### src/rtl/cpu_pkg.sv
// Shared CPU datapath definitions: register-file geometry and the
// basic word / register-number types used across the datapath.
package cpu_pkg;

    // Register-number width and data width of the general-purpose register file.
    localparam int REG_AW = 5;
    localparam int REG_DW = 32;

    // Hard-wired zero register.
    localparam logic [REG_AW-1:0] REG_ZERO = 5'd0;

    typedef logic [REG_AW-1:0] reg_num_t;
    typedef logic [REG_DW-1:0] word_t;

endpackage : cpu_pkg

### src/rtl/rf_wr_dec.sv
// Register-file write-select decoder: AW-bit register number to a
// one-hot row-enable vector, gated by a single enable. Purely combinational.
module rf_wr_dec #(
    parameter int AW = 5
) (
    input  logic                 en_i,
    input  logic [AW-1:0]        addr_i,
    output logic [(2**AW)-1:0]   row_o
);

    // One-hot decode: exactly one row high when enabled, none otherwise.
    always_comb begin
        // NOTE: every output gets a default before the conditional update,
        // otherwise the untaken path would hold its old value and infer a latch.
        row_o = '0;
        if (en_i) begin
            row_o[addr_i] = 1'b1;
        end
    end

endmodule : rf_wr_dec

### src/rtl/reg_file_wb.sv
// 32-entry general-purpose register file with a one-entry write-back
// staging register. A write is captured on one edge and committed to the
// array on the next; both read ports forward from the staging register so
// a captured write is visible immediately. Register 0 is hard-wired to zero.
module reg_file_wb
    import cpu_pkg::*;
#(
    parameter int DW = REG_DW,
    parameter int AW = REG_AW
) (
    input  logic          Clk,
    input  logic          Rst,
    input  logic          We,
    input  logic [AW-1:0] Wn,
    input  logic [DW-1:0] D,
    input  logic [AW-1:0] Rna,
    input  logic [AW-1:0] Rnb,
    output logic [DW-1:0] Qa,
    output logic [DW-1:0] Qb,
    output logic          Pend,
    output logic [AW-1:0] Pn
);

    localparam int NREG = 2**AW;

    // Write-back staging register.
    logic          stage_v_q, stage_v_d;
    logic [AW-1:0] stage_n_q, stage_n_d;
    logic [DW-1:0] stage_d_q, stage_d_d;

    // Row enables from the write decoder; row 0 has no storage behind it.
    logic [NREG-1:0] en_row;
    logic            unused_row0;

    // Architectural registers 1..NREG-1; register 0 is not stored.
    logic [DW-1:0] regs_q [NREG-1:1];

    // Next staging contents: writes to register 0 are dropped here so they
    // never show as pending and never reach the array.
    always_comb begin
        stage_v_d = We && (Wn != '0);
        stage_n_d = Wn;
        stage_d_d = D;
    end

    // Capture the incoming write request into the staging register.
    always_ff @(posedge Clk or posedge Rst) begin
        if (Rst) begin
            stage_v_q <= 1'b0;
            stage_n_q <= '0;
            stage_d_q <= '0;
        end else begin
            // NOTE: non-blocking assignments let the commit block below read
            // the old stage_d_q on the same edge the new request is captured,
            // regardless of the order the simulator evaluates the blocks.
            stage_v_q <= stage_v_d;
            stage_n_q <= stage_n_d;
            stage_d_q <= stage_d_d;
        end
    end

    // Decode the staged register number into one-hot row enables.
    rf_wr_dec #(
        .AW (AW)
    ) u_wr_dec (
        .en_i   (stage_v_q),
        .addr_i (stage_n_q),
        .row_o  (en_row)
    );

    // Row 0 can never be selected (stage_v is cleared for it) and has no storage.
    assign unused_row0 = en_row[0];

    // Commit the staged write into the selected array row.
    always_ff @(posedge Clk or posedge Rst) begin
        if (Rst) begin
            // NOTE: the array is cleared on reset because every register must
            // read zero after reset; this keeps it in flops rather than RAM.
            for (int i = 1; i < NREG; i++) begin
                regs_q[i] <= '0;
            end
        end else begin
            for (int i = 1; i < NREG; i++) begin
                if (en_row[i]) begin
                    regs_q[i] <= stage_d_q;
                end
            end
        end
    end

    // Read muxes: zero register, then forward from staging, then the array.
    // Only staged data is forwarded; D itself never reaches the outputs.
    always_comb begin
        Qa = '0;
        if (Rna != '0) begin
            if (stage_v_q && (stage_n_q == Rna)) begin
                Qa = stage_d_q;
            end else begin
                Qa = regs_q[Rna];
            end
        end

        Qb = '0;
        if (Rnb != '0) begin
            if (stage_v_q && (stage_n_q == Rnb)) begin
                Qb = stage_d_q;
            end else begin
                Qb = regs_q[Rnb];
            end
        end
    end

    // Pending-write status straight from the staging register.
    always_comb begin
        Pend = stage_v_q;
        Pn   = stage_n_q;
    end

endmodule : reg_file_wb

### config.mk
export PLATFORM = sky130hd
export DESIGN_NAME = reg_file_wb
export DESIGN_NICKNAME = d
export VERILOG_FILES = /design/src/rtl/cpu_pkg.sv /design/src/rtl/rf_wr_dec.sv /design/src/rtl/reg_file_wb.sv
export SDC_FILE = /design/constraint.sdc
export NUM_CORES = 2
export LEC_CHECK = 0
export BUFFER_PORTS_ARGS = -buffer_cell sky130_fd_sc_hd__buf_4
export CAP_MARGIN = 40
export CORE_MARGIN = 2
export CORE_UTILIZATION = 35
export CTS_CLUSTER_DIAMETER = 80
export CTS_CLUSTER_SIZE = 30
export DETAILED_ROUTE_END_ITERATION = 12
export SYNTH_ARGS = -nofsm -noshare
export SYNTH_HDL_FRONTEND = slang
export SYNTH_HIERARCHICAL = 1
export SYNTH_SLANG_ARGS = --single-unit
### constraint.sdc
create_clock -name Clk -period 31.1 [get_ports Clk]
set_input_delay 4.665 -clock Clk [delete_from_list [all_inputs] [get_ports Clk]]
set_output_delay 4.665 -clock Clk [all_outputs]
set_load 0.005 [all_outputs]
==> results by group <==
Run status
  • Outcome: complete, no violations

Final layout
  • Area Growth Syn to Fin: 10.30%
  • Layout cells sized above 1: 48.71%
  • Post-layout net count: 3,842
  • ANT cells: 0
  • Post-Layout Cell Count: 5,889

STA
  • Post-Route Hold Slack: about 0.53 ns
  • Final Cycle Share: between 40 and 50%
  • Relative slew margins: 31.88%
  • Total negative slack: 0 ns
  • FMAX: around 76 MHz
  • Slew @ Worst Pin: 0.9961 ns
  • Worst Slack Setup Final: 17.97 ns
  • Layout Skew: 0.03064 ns
  • Final Hold Violating Endpoints: 0
  • Fin crit period: 13.13 ns
  • RSZ-0062 raised after global routing: false
  • Final setup fails: 0
  • Slew Limit Fails: 0

Pwr
  • Logic pwr share: ~23%
  • Clock power share: 25.1%
  • Peak VDD IR: 45.08 uV
  • Leak: 25.48 nW
  • PD cells: 56.82 nW/um^2
  • Switching Fraction: 30.18%
  • Sequential share of power: about half
  • Pint: between 0.002 and 0.0025 W
  • Psw: just over 0.001 W

Floorplan
  • Die H: 400.3 um
  • Boundary Pins: 120
  • Initial Utilization: around a third
  • Die area: 160,200 sq um
  • Chip width: 400.3 um
  • FP Rows: 145
  • Core area: 156,000 sq um

Setup path
  • R2R depth: 4
  • WP buf/inv: 5
  • Critical-path top delay cell: nor2b_4
  • Worst stage delay on the critical path: 0.67 ns
  • Critical-path cell list: buf_6 > buf_4 > buf_4 > nor2b_4 > buf_4 > a221oi_1 > a221oi_1 > a2111oi_0 > a21o_1 > buf_4
  • WP data arrival: ~8.5 ns
  • CP max FO: 34
  • CP Class: input pin to output port
  • Worst R2R Start: Pend
  • Worst EP required: 26.44 ns
  • RR Endpoint: regs_q[749]
  • CP dominant cell by count: buf_4
  • CP Capture Type: output port
  • Worst Setup Start Kind: input pin
  • Reg2Reg Setup Slack: roughly 28 ns
  • Top delay family on crit path: buffers and inverters

Synthesis
  • Mapped Cells: 3,895
  • Synth Warn #: 6
  • Netlist Area Pre-Place: 54,960 sq um
  • Post-synth net total: 3,945
  • Mapped Avg Cell Area: about 14 sq um

Placed design
  • Post-DP HPWL: 112,200 um
  • I/O Buffers: between 100 and 150
  • Placed Cells: 5,797
  • Gpl congestion: 0.8146
  • Pre-CTS setup slack: 18.05 ns

Global routing
  • Largest net degree at the start of global routing: 160
  • Initial antenna violation count: 7
  • Total gr overflow: 0
  • First-pass GRT wire length: 272,900 um
  • Vias in the first global route: 36,652
  • GRT Resource Usage Total: between 20% and 30%

Clocking
  • Hold buffers post-CTS: 0
  • Worst-path clk slew: 0.08 ns
  • Clk root buf: clkbuf_16
  • CTS HTree Levels: 2
  • Inserted Clock Buffers: 51
  • Post-cts sizing count: 0
  • CTS tree: done
  • # Post-CTS Setup Buffers: 0
  • Clk_lat worst skew: 0.71 ns
  • Clk sinks: 1,030
  • CTS Buffer Depth: 3

Route
  • Routed vias/inst: 6.175
  • Initial detailed-routing violation count: 3,908
  • Routed wire length: between 150,000 and 200,000 um
  • Wirelength per Cell: 31.90 um
  • Detail Route Antenna Nets: 0
  • # DRC: 0
  • Vias: 36,365
  • 1st-pass router iterations: 6

Min path
  • Worst hold start: regs_q[475]
  • Worst hold path class: register to register
  • Worst Hold Depth: 1
  • WHS Endpoint: regs_q[475]

Job
  • Max cap viols: 0
==> per-stage QoR <==
stage / utilization, % / total power (W) / cell area, sq um
floorplan: - / 0.002352 / 54960
global placement: 36.98 / 0.002562 / 57710
detailed placement: 37.70 / 0.002600 / 58820
CTS: 38.85 / 0.003456 / 60620
global route: 38.85 / 0.003594 / 60620
finish: 38.85 / 0.003444 / 60620
==> worst register-to-register path, cell delays in order, from the launching register on <==
cell      delay (ns)
dfrtp_1         0.83
nand4b_1        0.57
nor2_4          0.81
buf_4           0.65
mux2_2          0.45
==> metal layers <==
layer | GRT usage (%) | part of all wire [%]
met1 | 32.22 | 42
met2 | 35.90 | 46
met3 | 3.553 | 7.1
met4 | 9.237 | 4.7
met5 | 0 | 0.024
==> sequential cells by signal, summed over array words and instances, names as in the netlist <==
| name | count |
|---|---|
| regs_q | 992 |
| stage_d_q | 32 |
| Pn | 5 |
| Pend | 1 |
==> layout by cell type (no fill, tap or decap), types with 35 or more instances in the layout <==
cell type,instances
nand2_1,144
nor2b_1,45
mux4_2,358
clkbuf_16,53
nor2_1,35
dfrtp_1,1030
mux2i_1,186
a221oi_1,110
buf_4,228
mux2_2,1074
nor2_4,35
o21ai_0,50
a21oi_1,64
==> power groups by stage <==
| stage | registers (W) | clock network, W | logic (W) |
|---|---|---|---|
| after CTS | 0.00177 | 0.000882 | 0.000801 |
| after global routing | 0.00181 | 0.000926 | 0.000855 |
| final | 0.00178 | 0.000865 | 0.000798 |
| after floorplan | 0.00174 | 0 | 0.000609 |
| after detailed placement | 0.00180 | 0 | 0.000799 |
| after global placement | 0.00179 | 0 | 0.000767 |
==> area by class of cell <==
type | count | area (sq um)
Inverter | 3 | 15.01
Tap cell | 2058 | 2575
Fill cell | 14641 | 95410
Clock buffer | 56 | 1358
Clock inverter | 36 | 440.4
Sequential cell | 1030 | 25770
Timing Repair Buffer | 289 | 2992
Multi-Input combinational cell | 2417 | 27460
==> worst max-delay path by stage <==
stage | from | end | cells after the start
floorplan | Rst | Pend | 1
global placement | Rna[0] | Qa[11] | 9
detailed placement | Rna[2] | Qa[16] | 10
CTS | Rna[2] | Qa[16] | 10
global route | Rna[0] | Qa[2] | 9
finish | Rna[2] | Qa[16] | 10
(Power assumes the default switching activity.)
